==> src/rtl/gcd_pkg.sv <==
// gcd_pkg
//   Shared types and helpers for the GCD job sequencer front end.
//   - gcd_state_t   : sequencer FSM states
//   - GCD_W         : default operand/result width
//   - wd_cnt_width  : width of a counter that must hold the value TIMEOUT
package gcd_pkg;

  localparam int GCD_W = 16;

  typedef enum logic [2:0] {
    ST_IDLE   = 3'd0,
    ST_LOAD_A = 3'd1,
    ST_LOAD_B = 3'd2,
    ST_WAIT   = 3'd3,
    ST_OUT    = 3'd4
  } gcd_state_t;

  // clog2(timeout+1), never less than 1 so a disabled watchdog (0) still
  // gets a legal one-bit counter.
  function automatic int wd_cnt_width(input int timeout);
    if (timeout < 1) begin
      return 1;
    end
    return $clog2(timeout + 1);
  endfunction

endpackage

==> src/rtl/gcd_pair_fifo.sv <==
// gcd_pair_fifo
//   Synchronous FIFO holding operand pairs for the sequencer.
//   Ports:
//     clk, rst_n   : clock, asynchronous active-low reset (pointers/count)
//     i_push       : write i_data (ignored when full)
//     i_pop        : drop the head entry (ignored when empty)
//     i_data       : {a, b} pair to store
//     o_data       : head entry (valid when o_count != 0)
//     o_count      : number of stored entries, 0..DEPTH
//     o_full       : o_count == DEPTH
module gcd_pair_fifo #(
  parameter int DW    = 32,
  parameter int DEPTH = 4
) (
  input  logic                     clk,
  input  logic                     rst_n,
  input  logic                     i_push,
  input  logic                     i_pop,
  input  logic [DW-1:0]            i_data,
  output logic [DW-1:0]            o_data,
  output logic [$clog2(DEPTH):0]   o_count,
  output logic                     o_full
);

  localparam int AW = $clog2(DEPTH);

  logic [DW-1:0] r_mem [DEPTH];
  logic [AW-1:0] r_wr_ptr;
  logic [AW-1:0] r_rd_ptr;
  logic [AW:0]   r_count;
  logic          w_push;
  logic          w_pop;

  assign o_full  = (r_count == (AW+1)'(DEPTH));
  assign w_push  = i_push && !o_full;
  assign w_pop   = i_pop && (r_count != '0);
  assign o_data  = r_mem[r_rd_ptr];
  assign o_count = r_count;

  // Storage needs no reset: entries are only read while counted.
  always_ff @(posedge clk) begin
    if (w_push) begin
      r_mem[r_wr_ptr] <= i_data;
    end
  end

  // DEPTH is a power of two, so pointers wrap by natural overflow.
  always_ff @(posedge clk or negedge rst_n) begin
    if (!rst_n) begin
      r_wr_ptr <= '0;
      r_rd_ptr <= '0;
      r_count  <= '0;
    end else begin
      if (w_push) begin
        r_wr_ptr <= r_wr_ptr + 1'b1;
      end
      if (w_pop) begin
        r_rd_ptr <= r_rd_ptr + 1'b1;
      end
      case ({w_push, w_pop})
        2'b10:   r_count <= r_count + 1'b1;
        2'b01:   r_count <= r_count - 1'b1;
        default: r_count <= r_count;
      endcase
    end
  end

endmodule

==> src/rtl/gcd_job_sequencer.sv <==
// gcd_job_sequencer
//   Front end for the subtractive GCD core. Buffers operand pairs, loads
//   each onto the core's serial interface (start+A, then B), waits for
//   done, and returns the result on a valid/ready stream. Pairs with a
//   zero operand are answered directly (the core never terminates on
//   them); a watchdog turns a hung core into an error result.
//
//   Handshakes: a beat transfers on a rising clk edge where valid and ready
//   are both 1. The source holds its data stable while valid is high and
//   ready is low; valid does not depend on ready.
//
//   Ports:
//     clk, rst_n              : clock, asynchronous active-low reset
//     in_valid/in_ready       : operand pair stream (in_a, in_b)
//     out_valid/out_ready     : result stream (out_gcd, out_err)
//     busy                    : job in flight or pairs buffered
//     core_start, core_data   : registered load interface to the core
//     core_done, core_result  : core completion and final A register
module gcd_job_sequencer
  import gcd_pkg::*;
#(
  parameter int W       = GCD_W,
  parameter int DEPTH   = 4,
  parameter int TIMEOUT = 1023
) (
  input  logic         clk,
  input  logic         rst_n,
  input  logic         in_valid,
  output logic         in_ready,
  input  logic [W-1:0] in_a,
  input  logic [W-1:0] in_b,
  output logic         out_valid,
  input  logic         out_ready,
  output logic [W-1:0] out_gcd,
  output logic         out_err,
  output logic         busy,
  output logic         core_start,
  output logic [W-1:0] core_data,
  input  logic         core_done,
  input  logic [W-1:0] core_result
);

  localparam int CW = wd_cnt_width(TIMEOUT);

  gcd_state_t            r_state;
  gcd_state_t            w_state_next;
  logic                  r_live;
  logic [W-1:0]          r_job_b;
  logic [CW-1:0]         r_wd_cnt;
  logic [CW-1:0]         w_cnt_inc;
  logic                  w_timeout;
  logic                  r_core_start;
  logic [W-1:0]          r_core_data;
  logic [W-1:0]          r_out_gcd;
  logic                  r_out_err;

  logic                  w_push;
  logic                  w_pop;
  logic [2*W-1:0]        w_head;
  logic [W-1:0]          w_head_a;
  logic [W-1:0]          w_head_b;
  logic [$clog2(DEPTH):0] w_count;
  logic                  w_full;
  logic                  w_empty;
  logic                  w_zero_op;

  // r_live keeps in_ready low until the first clock after reset release.
  assign in_ready  = r_live && !w_full;
  assign w_push    = in_valid && in_ready;
  assign w_empty   = (w_count == '0);
  assign w_pop     = (r_state == ST_IDLE) && !w_empty;
  assign w_head_a  = w_head[2*W-1:W];
  assign w_head_b  = w_head[W-1:0];
  assign w_zero_op = (w_head_a == '0) || (w_head_b == '0);

  gcd_pair_fifo #(
    .DW    (2*W),
    .DEPTH (DEPTH)
  ) u_fifo (
    .clk     (clk),
    .rst_n   (rst_n),
    .i_push  (w_push),
    .i_pop   (w_pop),
    .i_data  ({in_a, in_b}),
    .o_data  (w_head),
    .o_count (w_count),
    .o_full  (w_full)
  );

  // Watchdog fires on the cycle its count would reach TIMEOUT, so out_valid
  // rises exactly TIMEOUT cycles after WAIT is entered.
  assign w_cnt_inc = r_wd_cnt + 1'b1;
  assign w_timeout = (TIMEOUT != 0) && (w_cnt_inc == CW'(TIMEOUT));

  always_ff @(posedge clk or negedge rst_n) begin
    if (!rst_n) begin
      r_state <= ST_IDLE;
    end else begin
      r_state <= w_state_next;
    end
  end

  always_comb begin
    w_state_next = r_state;
    case (r_state)
      ST_IDLE: begin
        if (!w_empty) begin
          w_state_next = w_zero_op ? ST_OUT : ST_LOAD_A;
        end
      end
      ST_LOAD_A: w_state_next = ST_LOAD_B;
      ST_LOAD_B: w_state_next = ST_WAIT;
      ST_WAIT: begin
        if (core_done || w_timeout) begin
          w_state_next = ST_OUT;
        end
      end
      ST_OUT: begin
        if (out_ready) begin
          w_state_next = ST_IDLE;
        end
      end
      default: w_state_next = ST_IDLE;
    endcase
  end

  // Job datapath and registered outputs. A goes straight from the FIFO head
  // onto core_data at dispatch, so only B needs a job register.
  always_ff @(posedge clk or negedge rst_n) begin
    if (!rst_n) begin
      r_live       <= 1'b0;
      r_job_b      <= '0;
      r_wd_cnt     <= '0;
      r_core_start <= 1'b0;
      r_core_data  <= '0;
      r_out_gcd    <= '0;
      r_out_err    <= 1'b0;
    end else begin
      r_live       <= 1'b1;
      r_core_start <= (w_state_next == ST_LOAD_A);
      case (r_state)
        ST_IDLE: begin
          if (!w_empty) begin
            if (w_zero_op) begin
              r_out_gcd <= w_head_a | w_head_b;
              r_out_err <= 1'b0;
            end else begin
              r_core_data <= w_head_a;
              r_job_b     <= w_head_b;
            end
          end
        end
        ST_LOAD_A: r_core_data <= r_job_b;
        ST_LOAD_B: r_wd_cnt <= '0;
        ST_WAIT: begin
          // done has priority over a watchdog expiry in the same cycle
          if (core_done) begin
            r_out_gcd <= core_result;
            r_out_err <= 1'b0;
          end else if (w_timeout) begin
            r_out_gcd <= '0;
            r_out_err <= 1'b1;
          end else begin
            r_wd_cnt <= w_cnt_inc;
          end
        end
        default: begin
        end
      endcase
    end
  end

  assign out_valid  = (r_state == ST_OUT);
  assign out_gcd    = r_out_gcd;
  assign out_err    = r_out_err;
  assign busy       = (r_state != ST_IDLE) || !w_empty;
  assign core_start = r_core_start;
  assign core_data  = r_core_data;

endmodule

==> config.mk <==
export PLATFORM = sky130hd
export DESIGN_NAME = gcd_job_sequencer
export DESIGN_NICKNAME = d
export VERILOG_FILES = /design/src/rtl/gcd_pkg.sv /design/src/rtl/gcd_pair_fifo.sv /design/src/rtl/gcd_job_sequencer.sv
export SDC_FILE = /design/constraint.sdc
export NUM_CORES = 1
export LEC_CHECK = 0
export CORE_ASPECT_RATIO = 1.5
export CORE_MARGIN = 2
export CORE_UTILIZATION = 56
export CTS_CLUSTER_DIAMETER = 60
export DETAILED_ROUTE_END_ITERATION = 6
export PLACE_DENSITY = 0.87
export SLEW_MARGIN = 20
export SYNTH_ARGS = -nofsm -noshare
export SYNTH_HDL_FRONTEND = slang
export SYNTH_SLANG_ARGS = --single-unit
==> constraint.sdc <==
create_clock -name clk -period 3 [get_ports clk]
set_input_delay 0.3 -clock clk [delete_from_list [all_inputs] [get_ports clk]]
set_output_delay 0.3 -clock clk [all_outputs]
set_load 0.01 [all_outputs]
==> results of run 1 <==
[power breakdown]
part / total, mW / internal (mW) / leakage, nW / switching, mW
clock network: 2.25 / 1.20 / 0.299 / 1.05
logic: 3.64 / 1.75 / 1.40 / 1.89
registers: 4.04 / 3.58 / 2.04 / 0.453
[Yosys cell counts (9+ instances only)]
library cell	number
inv_1	10
edfxtp_1	128
clkbuf_1	18
a21o_1	16
o21ai_1	10
a31oi_1	18
nand2_1	31
a22o_1	17
mux4_2	32
o22ai_1	17
nor2_1	46
dfrtp_1	71
mux2i_1	9
nor4_1	9
mux2_1	16
[state kept, by name, summed over array words and instances (netlist names), 3 cells and up]
register / count
r_job_b: 16
r_wd_cnt: 10
r_state: 3
core_data: 16
u_fifo.r_mem: 128
out_gcd: 16
u_fifo.o_count: 3
[metrics by stage]
step	area, sq um	std cells	hold slack (ns)
detailed placement	9320	795	0.263
global route	9960	830	0.399
floorplan	8170	522	0.00441
global placement	9320	795	0.257
CTS	9930	828	0.362
finish	9960	830	0.346
[path summary, 6_finish.rpt]
check | from | to | slack (ns)
min | rst_n | out_gcd[7]$_DFFE_PN0P_ | 0.35
min in group clk | core_data[15]$_DFFE_PN0P_ | core_data[15]$_DFFE_PN0P_ | 0.50
max | u_fifo.r_rd_ptr[0]$_DFFE_PN0P_ | core_data[13]$_DFFE_PN0P_ | 0.03
max reg2reg | u_fifo.r_rd_ptr[0]$_DFFE_PN0P_ | core_data[13]$_DFFE_PN0P_ | 0.03
max in group asynchronous | rst_n | core_data[12]$_DFFE_PN0P_ | 1.81
min reg2reg | core_data[15]$_DFFE_PN0P_ | core_data[15]$_DFFE_PN0P_ | 0.50
[worst reg2reg max path, delay by kind of cell (launching register included)]
kind            cells  cell delay, ns
simple gates        3            0.95
mux                 1            0.60
flops               1            0.42
buf+inv             2            0.44
compound gates      2            0.45
[timing repair]
action	CTS	global route
buffers inserted	0	2
resized for setup	0	1
hold endpoints to repair	18	0
endpoints found under the setup margin	0	16
hold buffers	1	0
[per-layer routing]
metal / vias up / part of all wire (%) / track usage (%)
met1: 2549 / 39 / 31.2
met3: 32 / 5.7 / 3.96
met5: - / 0 / 0
met2: 221 / 53 / 40.4
met4: 0 / 2.4 / 8.13
li1: 2216 / - / -
[cell type report]
class / instances / share of cell area (%)
Sequential cell: 199 / 56.4
Multi-Input combinational cell: 281 / 23.7
Timing Repair Buffer: 109 / 10.9
Clock buffer: 19 / 4.77
Tap cell: 196 / 2.46
Clock inverter: 13 / 1.24
Inverter: 13 / 0.490
[cells by family (layout without fill, tap and decap cells)]
logic type,Yosys count,after routing,share of synthesized area (%)
xor gates and xnor gates,8,8,0.857
muxes,57,57,12.1
other,1,1,0.0459
AOI/OAI and AO/OA,90,90,7.78
buffers and inverters,42,154,2.56
DFF,199,199,68.8
adders and majority gates,8,8,1.32
and+or+nand+nor,117,117,6.57
==> results.sh, run 1 <==
export IMPL_seqCellArea_sq_um=5620
export IMPL_finalMaxSlewViolations=0
export IMPL_hold_violations=0
export IMPL_yosysTopAreaCell="edfxtp_1"
export IMPL_grt_pass1_vias=5160
export IMPL_critPathSlowestCell="mux4_2"
export IMPL_finalWirelength_um=17900
export IMPL_fp_row_count=54
export IMPL_fin_ws_ns=0.0348
export IMPL_yosysSeqAreaShare_pct=68.8
export IMPL_async_flop_share_pct=35.7
export IMPL_drtIter0Drc=387
export IMPL_worstSetupPathType="reg -> reg"
export IMPL_reg2regPathDepth=8
export IMPL_port_buffers=89
export IMPL_grt_max_degree=37
export IMPL_ys_ff_latch=199
export IMPL_power_mw=9.93
export IMPL_slowest_delay_ns=0.59
export IMPL_path_delay_family="simple AND/OR/NAND/NOR gates"
export IMPL_io_pins=90
export IMPL_vias=5018
export IMPL_vdd_drop_max_v=0.000489
export IMPL_drive_above_1_share_pct=14.7
export IMPL_fill_cells=875
export IMPL_place_ws_ns=0.0929
export IMPL_grt_ovfl_total=0
export IMPL_htree_levels=4
export IMPL_diodes=0
export IMPL_leakage_nw=3.74
export IMPL_period_needed_ns=2.97
export IMPL_syn_cell_area_sq_um=8170
export IMPL_firstDrtPassIters=7
export IMPL_cts_root_buf="clkbuf_16"
export IMPL_critPathBufInv=2
export IMPL_grt_pass1_wl_um=27900
export IMPL_via_per_inst=6.05
export IMPL_finalClockSkew_ns=0.0108
export IMPL_crit_required_ns=3.31
export IMPL_nNetsFinal=682
export IMPL_antenna_found_initial=0
export IMPL_die_y_um=152
export IMPL_worstHoldPathType="in -> async"
export IMPL_max_slew_margin_rel_pct=64.2
export IMPL_synth_ff_type="edfxtp_1"
export IMPL_crit_chain="buf_12 -> mux4_2 -> nor4_1 -> nand4_1 -> and3_1 -> buf_4 -> a22o_1 -> a21o_1"
export IMPL_multiInputGateArea_sq_um=2360
export IMPL_cts_buffers_inserted=17
export IMPL_cts_sinks=199
export IMPL_cts_tree="yes"
export IMPL_layout_area_overhead_vs_synth_pct=21.9
export IMPL_cap_violations=0
export IMPL_cp_max_fo=22
export IMPL_synth_edf_count=128
export IMPL_critPathLaunchType="register"
export IMPL_core_sq_um=14400
export IMPL_antenna_left=0
export IMPL_ys_types=43
export IMPL_grt_total_usage_pct=23.9
export IMPL_syn_nets=583
export IMPL_finalSetupViolCount=0
export IMPL_clk_latency_ns=0.43
export IMPL_drt_drc_violations_left=0
export IMPL_dp_hpwl_um=12100
export IMPL_final_cell_mix="edfxtp_1, clkdlybuf4s50_1, dfrtp_1"
export IMPL_synthTopCellsByArea="edfxtp_1, dfrtp_1, mux4_2, mux2_1, nor2_1"
export IMPL_worst_pin_slew_ns=0.537
export IMPL_die_w_um=103
export IMPL_fin_util_pct=69.2
export IMPL_setup_tns_ns=0
export IMPL_avgSynthCellArea_sq_um=15.7
export IMPL_layout_commonest_cell="edfxtp_1"
export IMPL_finalCritPeriodShare_pct=98.8
export IMPL_yosysWarnings=0
export IMPL_synth_top_area_share_pct=47.0
export IMPL_rsz0062_at_grt="no"
export IMPL_die_area_sq_um=15600
export IMPL_start_util_pct=56.8
export IMPL_cp_num_cells=8
export IMPL_clock_path_buffers=2
export IMPL_status="completed"
export IMPL_gp_congestion=0.841
export IMPL_synthCells=522
export IMPL_power_density_nw_per_um2=997
export IMPL_crit_path_end_kind="register"
export IMPL_fmax_mhz=337
export IMPL_path_clk_slew_ns=0.08
export IMPL_crit_arrival_ns=3.28
export IMPL_wl_per_cell_um=21.6
Note: power is estimated with default switching activity, not from simulation.
==> inputs of run 2 (changes only) <==
--- a/config.mk
+++ b/config.mk
@@ -5,12 +5,12 @@
 export SDC_FILE = /design/constraint.sdc
 export NUM_CORES = 1
 export LEC_CHECK = 0
-export CORE_ASPECT_RATIO = 1.5
-export CORE_MARGIN = 2
-export CORE_UTILIZATION = 56
+export ABC_AREA = 1
+export CORE_ASPECT_RATIO = 0.7
+export CORE_UTILIZATION = 57
 export CTS_CLUSTER_DIAMETER = 60
 export DETAILED_ROUTE_END_ITERATION = 6
-export PLACE_DENSITY = 0.87
+export PLACE_DENSITY = 0.88
 export SLEW_MARGIN = 20
 export SYNTH_ARGS = -nofsm -noshare
 export SYNTH_HDL_FRONTEND = slang
==> results.sh, run 2 <==
export IMPL_status="finished, violations left"
export IMPL_violations="hold timing"
export IMPL_crit_arrival_ns=2.85
export IMPL_port_buffers=89
export IMPL_finalClockSkew_ns=0.0133
export IMPL_clk_latency_ns=0.44
export IMPL_io_pins=90
export IMPL_power_density_nw_per_um2=1050
export IMPL_p_int_mw=6.37
export IMPL_layout_area_overhead_vs_synth_pct=19.9
export IMPL_finalMaxSlewViolations=0
export IMPL_nNetsFinal=980
export IMPL_yosysSeqAreaShare_pct=65.8
export IMPL_crit_path_end_kind="register"
export IMPL_worstHoldPathType="in -> async"
export IMPL_dp_cells=1095
export IMPL_vdd_drop_max_v=0.000537
export IMPL_layout_commonest_cell="nand2_1"
export IMPL_period_needed_ns=2.53
export IMPL_grt_pass1_wl_um=32200
export IMPL_fill_cells=977
export IMPL_worstSetupPathType="reg -> reg"
export IMPL_htree_levels=4
export IMPL_grt_max_degree=40
export IMPL_hold_violations=15
export IMPL_regMostFlops="u_fifo.r_mem"
export IMPL_postCtsHoldBufs=0
export IMPL_firstDrtPassIters=6
export IMPL_worst_pin_slew_ns=0.900
export IMPL_finalSetupViolCount=0
export IMPL_drt_drc_violations_left=0
export IMPL_crit_required_ns=3.33
export IMPL_async_flop_share_pct=35.7
export IMPL_finalCritPeriodShare_pct=84.2
export IMPL_cts_buffers_inserted=17
export IMPL_avgSynthCellArea_sq_um=10.3
export IMPL_grt_total_usage_pct=27.3
export IMPL_synthCells=831
export IMPL_critPathLaunchType="register"
export IMPL_sequentialPowerShare_pct=35.8
export IMPL_placed_cell_area_sq_um=9650
export IMPL_yosysTopAreaCell="edfxtp_1"
export IMPL_die_w_um=148
export IMPL_leakage_nw=4.31
export IMPL_hold_ws_ns=-0.0102
export IMPL_wl_per_cell_um=17.8
export IMPL_cp_max_fo=18
export IMPL_r2r_start="r_wd_cnt[0]$_DFFE_PN0P_"
export IMPL_grt_pass1_vias=6360
export IMPL_wl_met1_um=8240
export IMPL_largest_register_ff_count=128
export IMPL_synth_simple_gate_area_share_pct=22.7
export IMPL_cap_violations=0
export IMPL_diodes=0
export IMPL_fp_row_count=37
export IMPL_fmax_mhz=396
export IMPL_cts_sinks=199
export IMPL_regToRegEndpoint="out_gcd[11]$_DFFE_PN0P_"
export IMPL_cts_root_buf="clkbuf_16"
export IMPL_gp_congestion=0.875
export IMPL_stdcell_count=1127
export IMPL_yosysWarnings=0
export IMPL_rsz0062_at_grt="no"
export IMPL_multiInputGateArea_sq_um=2590
export IMPL_wl_met3_um=1810
export IMPL_synth_edf_count=128
export IMPL_clock_path_buffers=2
export IMPL_dp_hpwl_um=12800
export IMPL_antenna_left=0
export IMPL_synthTopCellsByArea="edfxtp_1, dfrtp_1, nand2_1, nand3_1, a31o_2"
export IMPL_synth_mux_area_share_pct=0
export IMPL_final_cell_mix="nand2_1, edfxtp_1, nand3_1"
export IMPL_synth_xor_area_share_pct=1.13
export IMPL_top_layer_used="met4"
export IMPL_grt_ovfl_total=0
export IMPL_power_frac_clock_pct=21.4
export IMPL_seqCellArea_sq_um=5620
export IMPL_yosysMostFrequentCell="nand2_1"
export IMPL_wl_met2_um=9530
export IMPL_synth_compound_area_share_pct=5.10
export IMPL_die_area_sq_um=15500
export IMPL_syn_nets=892
export IMPL_drive_above_1_share_pct=9.33
export IMPL_setup_tns_ns=0
export IMPL_core_sq_um=14700
export IMPL_start_util_pct=58.2
export IMPL_vias=6454
export IMPL_finalWirelength_um=20100
export IMPL_synth_fa_ha_area_share_pct=1.26
export IMPL_via_per_inst=5.73
export IMPL_cts_resized=0
export IMPL_rrSetupSlack_ns=0.47
export IMPL_ys_ff_latch=199
export IMPL_synth_top_family_by_area="simple AND/OR/NAND/NOR gates"
export IMPL_max_slew_margin_rel_pct=40.0
export IMPL_syn_cell_area_sq_um=8540
export IMPL_combPwrFrac_pct=42.8
export IMPL_cts_tree="yes"
export IMPL_synth_common_cells="nand2_1, edfxtp_1, nand3_1"
export IMPL_die_y_um=104
export IMPL_synth_top_area_share_pct=45.0
export IMPL_switching_share_pct=40.6
export IMPL_synth_ff_type="edfxtp_1"
export IMPL_drtIter0Drc=842
export IMPL_path_clk_slew_ns=0.08
export IMPL_ys_types=33
export IMPL_antenna_found_initial=0
export IMPL_reg2regPathDepth=12
export IMPL_cts_setup_buffers=0
export IMPL_power_switching_mw=4.36
export IMPL_stdcell_area_sq_um=10200
## run 2: cell types whose count changed after synthesis, sizes merged, moves of 17 or more
cell and delta:
nand2 +297, nand3 +100, mux4 -32, nor2 -26, o21ai +26, inv +23
a21oi +17, a22o -17, a31oi -17, o22ai -17
## run 2: worst max-delay path by stage
stage                                                to  cells after the start                     startpoint  slack (ns)
final                           out_gcd[11]$_DFFE_PN0P_                     12        r_wd_cnt[0]$_DFFE_PN0P_        0.47
after detailed placement        out_gcd[11]$_DFFE_PN0P_                     12        r_wd_cnt[0]$_DFFE_PN0P_        0.58
after global routing             out_gcd[5]$_DFFE_PN0P_                     12        r_wd_cnt[0]$_DFFE_PN0P_        0.23
after global placement           out_gcd[5]$_DFFE_PN0P_                     12        r_wd_cnt[0]$_DFFE_PN0P_        0.65
after floorplan            u_fifo.r_mem[0][0]$_DFFE_PP_                      4  u_fifo.o_count[0]$_DFFE_PN0P_        0.20
after CTS                 u_fifo.o_count[2]$_DFFE_PN0P_                      9           r_state[2]$_DFF_PN0_        0.53
## run 2: area by class of cell
type	count	area share (%)
inverters	37	1.36
well taps	195	2.38
clock buffers	18	4.29
repair buffers	108	10.3
flip-flops and latches	199	54.9
multi-input cells	556	25.3
clock inverters	14	1.53
## run 2: power by group through the flow
stage | logic (mW) | clock network (mW) | registers, mW
after floorplan | 2.79 | 0 | 3.94
after global placement | 4.23 | 0 | 3.87
after detailed placement | 4.39 | 0 | 3.89
after CTS | 4.51 | 2.29 | 3.84
after global routing | 4.98 | 2.41 | 3.90
final | 4.59 | 2.30 | 3.85
## run 2: kinds of logic (layout without fill, tap and decap cells)
family	after synthesis	in the layout
other cells	1	1
fa+ha+maj	8	8
flops	199	199
buf+inv	76	177
compound gates	72	72
simple gates	464	464
xor+xnor	11	11
## run 2: per-layer routing
metal / vias up / GRT usage, %
met1: 3077 / 37.1
li1: 2970 / -
met3: 49 / 5.61
met5: - / 0
met2: 358 / 43.8
met4: 0 / 9.87
## run 2: critical path: stages (launching register included)
cell and delay [ns]:
dfrtp_1 0.43, ha_1 0.21, nand2_1 0.08, nor2_1 0.15
nand2_1 0.08, xnor2_1 0.17, nand2_1 0.08, nor2_1 0.14
nand2_1 0.14, a21boi_4 0.51, nand2_4 0.24, nand2_1 0.13
nand2_1 0.07
## run 2: through the flow
step	hold slack [ns]	util [%]	setup WS (ns)	power [mW]
2_1_floorplan	0.00441	-	0.197	6.73
6_report	-0.0102	69.8	0.474	10.7
3_5_place_dp	0.462	65.8	0.579	8.28
3_3_place_gp	0.458	65.8	0.646	8.10
5_1_grt	0.0584	69.8	0.226	11.3
4_1_cts	0.0223	69.8	0.527	10.6
==> inputs of run 3 (changes only) <==
==> constraint.sdc (replaced) <==
create_clock -name clk -period 2.6 [get_ports clk]
set_input_delay 0.26 -clock clk [delete_from_list [all_inputs] [get_ports clk]]
set_output_delay 0.26 -clock clk [all_outputs]
set_load 0.01 [all_outputs]
==> results.sh, run 3 (synthesized netlist as in run 2, its figures left out) <==
export IMPL_rrSetupSlack_ns=0.25
export IMPL_cts_setup_buffers=0
export IMPL_critPathLaunchType="register"
export IMPL_wl_per_cell_um=17.6
export IMPL_gp_congestion=0.841
export IMPL_drtIter0Drc=738
export IMPL_slowest_delay_ns=0.45
export IMPL_die_y_um=104
export IMPL_htree_levels=4
export IMPL_combPwrFrac_pct=42.7
export IMPL_layout_area_overhead_vs_synth_pct=20.7
export IMPL_path_clk_slew_ns=0.08
export IMPL_finalWirelength_um=19900
export IMPL_drive_above_1_share_pct=9.81
export IMPL_nNetsFinal=986
export IMPL_cts_buffers_inserted=17
export IMPL_dp_hpwl_um=13000
export IMPL_status="completed"
export IMPL_clock_path_buffers=2
export IMPL_diodes=0
export IMPL_io_pins=90
export IMPL_grt_max_degree=34
export IMPL_clk_latency_ns=0.44
export IMPL_cp_max_fo=28
export IMPL_layout_commonest_cell="nand2_1"
export IMPL_cts_root_buf="clkbuf_16"
export IMPL_grt_pass1_wl_um=31700
export IMPL_cts_tree="yes"
export IMPL_vias=6512
export IMPL_via_per_inst=5.75
export IMPL_path_common_cell="nand2_1"
export IMPL_leakage_nw=4.34
export IMPL_crit_chain="buf_4 -> nand2_1 -> nand3_1 -> nand2_1 -> nand2_1 -> inv_1 -> nand2_1 -> nor2_1 -> nand2_1 -> nand2_2 -> nand2_1 -> nand2_4 -> nand2_4 -> nand2_1 -> nand2_1"
export IMPL_period_needed_ns=2.35
export IMPL_fp_row_count=37
export IMPL_power_frac_clock_pct=21.2
export IMPL_grt_pass1_vias=6196
export IMPL_hold_violations=0
export IMPL_rsz0062_at_grt="no"
export IMPL_regMostFlops="u_fifo.r_mem"
export IMPL_largest_register_ff_count=128
export IMPL_final_cell_mix="nand2_1, edfxtp_1, nand3_1"
export IMPL_finalSetupViolCount=0
export IMPL_die_w_um=148
export IMPL_cts_sinks=199
export IMPL_grt_total_usage_pct=27.1
export IMPL_grt_ovfl_total=0
export IMPL_finalMaxSlewViolations=0
export IMPL_crit_required_ns=2.93
export IMPL_firstDrtPassIters=6
export IMPL_worstSetupPathType="reg -> reg"
export IMPL_worst_pin_slew_ns=0.722
export IMPL_core_sq_um=14700
export IMPL_p_int_mw=7.29
export IMPL_hold_ws_ns=0.420
export IMPL_power_mw=12.3
export IMPL_crit_path_end_kind="register"
export IMPL_power_switching_mw=5.04
export IMPL_drt_drc_violations_left=0
export IMPL_port_buffers=89
export IMPL_cap_violations=0
export IMPL_sequentialPowerShare_pct=36.1
export IMPL_max_slew_margin_rel_pct=51.9
export IMPL_critPathSlowestCell="dfrtp_2"
export IMPL_worstHoldPathType="in -> async"
export IMPL_start_util_pct=58.2
export IMPL_die_area_sq_um=15500
export IMPL_vdd_drop_max_v=0.000621
export IMPL_crit_arrival_ns=2.68
export IMPL_power_density_nw_per_um2=1200
export IMPL_antenna_left=0
export IMPL_antenna_found_initial=0
export IMPL_finalCritPeriodShare_pct=90.2
export IMPL_switching_share_pct=40.9
export IMPL_fmax_mhz=426
export IMPL_finalClockSkew_ns=0.0138
-- run 3: per-stage QoR --
step,instance area (sq um),TNS [ns],util (%),cells,setup WS (ns)
global placement,9690,0,66.0,1100,0.376
detailed placement,9690,0,66.0,1100,0.286
global route,10300,0,70.3,1133,0.0706
finish,10300,0,70.3,1133,0.254
CTS,10300,0,70.2,1133,0.242
floorplan,8540,-25.98,-,831,-0.203
-- run 3: metal layers --
layer / GRT usage (%) / part of all wire [%]
met4: 10.4 / 2.5
met5: 0 / 0
met1: 37.4 / 41
met2: 40.9 / 47
met3: 7.59 / 9.0
-- run 3: cell type report --
class / count / area, sq um
sequential: 199 / 5620
fill: 986 / 4360
multi-input combinational: 556 / 2590
timing repair buffer: 114 / 1100
clock buffer: 17 / 425
tap: 195 / 244
clock inverter: 15 / 185
inverter: 37 / 141
-- run 3: final timing paths --
path                                           startpoint                       endpoint  depth (start not counted)
max reg2reg                u_fifo.r_rd_ptr[0]$_DFFE_PN0P_         out_gcd[4]$_DFFE_PN0P_                         15
max in group asynchronous                           rst_n        r_wd_cnt[5]$_DFFE_PN0P_                          3
min                                                 rst_n       core_data[4]$_DFFE_PN0P_                          2
min reg2reg                        out_gcd[9]$_DFFE_PN0P_         out_gcd[9]$_DFFE_PN0P_                          2
min in group clk                                 in_b[12]  u_fifo.r_mem[2][12]$_DFFE_PP_                          1
max                        u_fifo.r_rd_ptr[0]$_DFFE_PN0P_         out_gcd[4]$_DFFE_PN0P_                         15
-- run 3: power groups by stage --
| stage | clock network [mW] | registers (mW) | logic, mW |
|---|---|---|---|
| floorplan | 0 | 4.55 | 3.22 |
| global route | 2.76 | 4.51 | 5.79 |
| finish | 2.62 | 4.45 | 5.26 |
| global placement | 0 | 4.47 | 4.91 |
| CTS | 2.62 | 4.44 | 5.18 |
| detailed placement | 0 | 4.50 | 5.08 |
-- run 3: what timing repair did --
item,CTS,global route
hold endpoints to repair,27,0
endpoints found under the setup margin,0,3
gates resized for setup,0,2
hold buffers,1,0
-- run 3: worst max-delay path: cells and delay by family, from the launching register on --
family	cells	cell delay (ns)
and+or+nand+nor	13	1.46
buffers and inverters	2	0.30
DFF	1	0.45
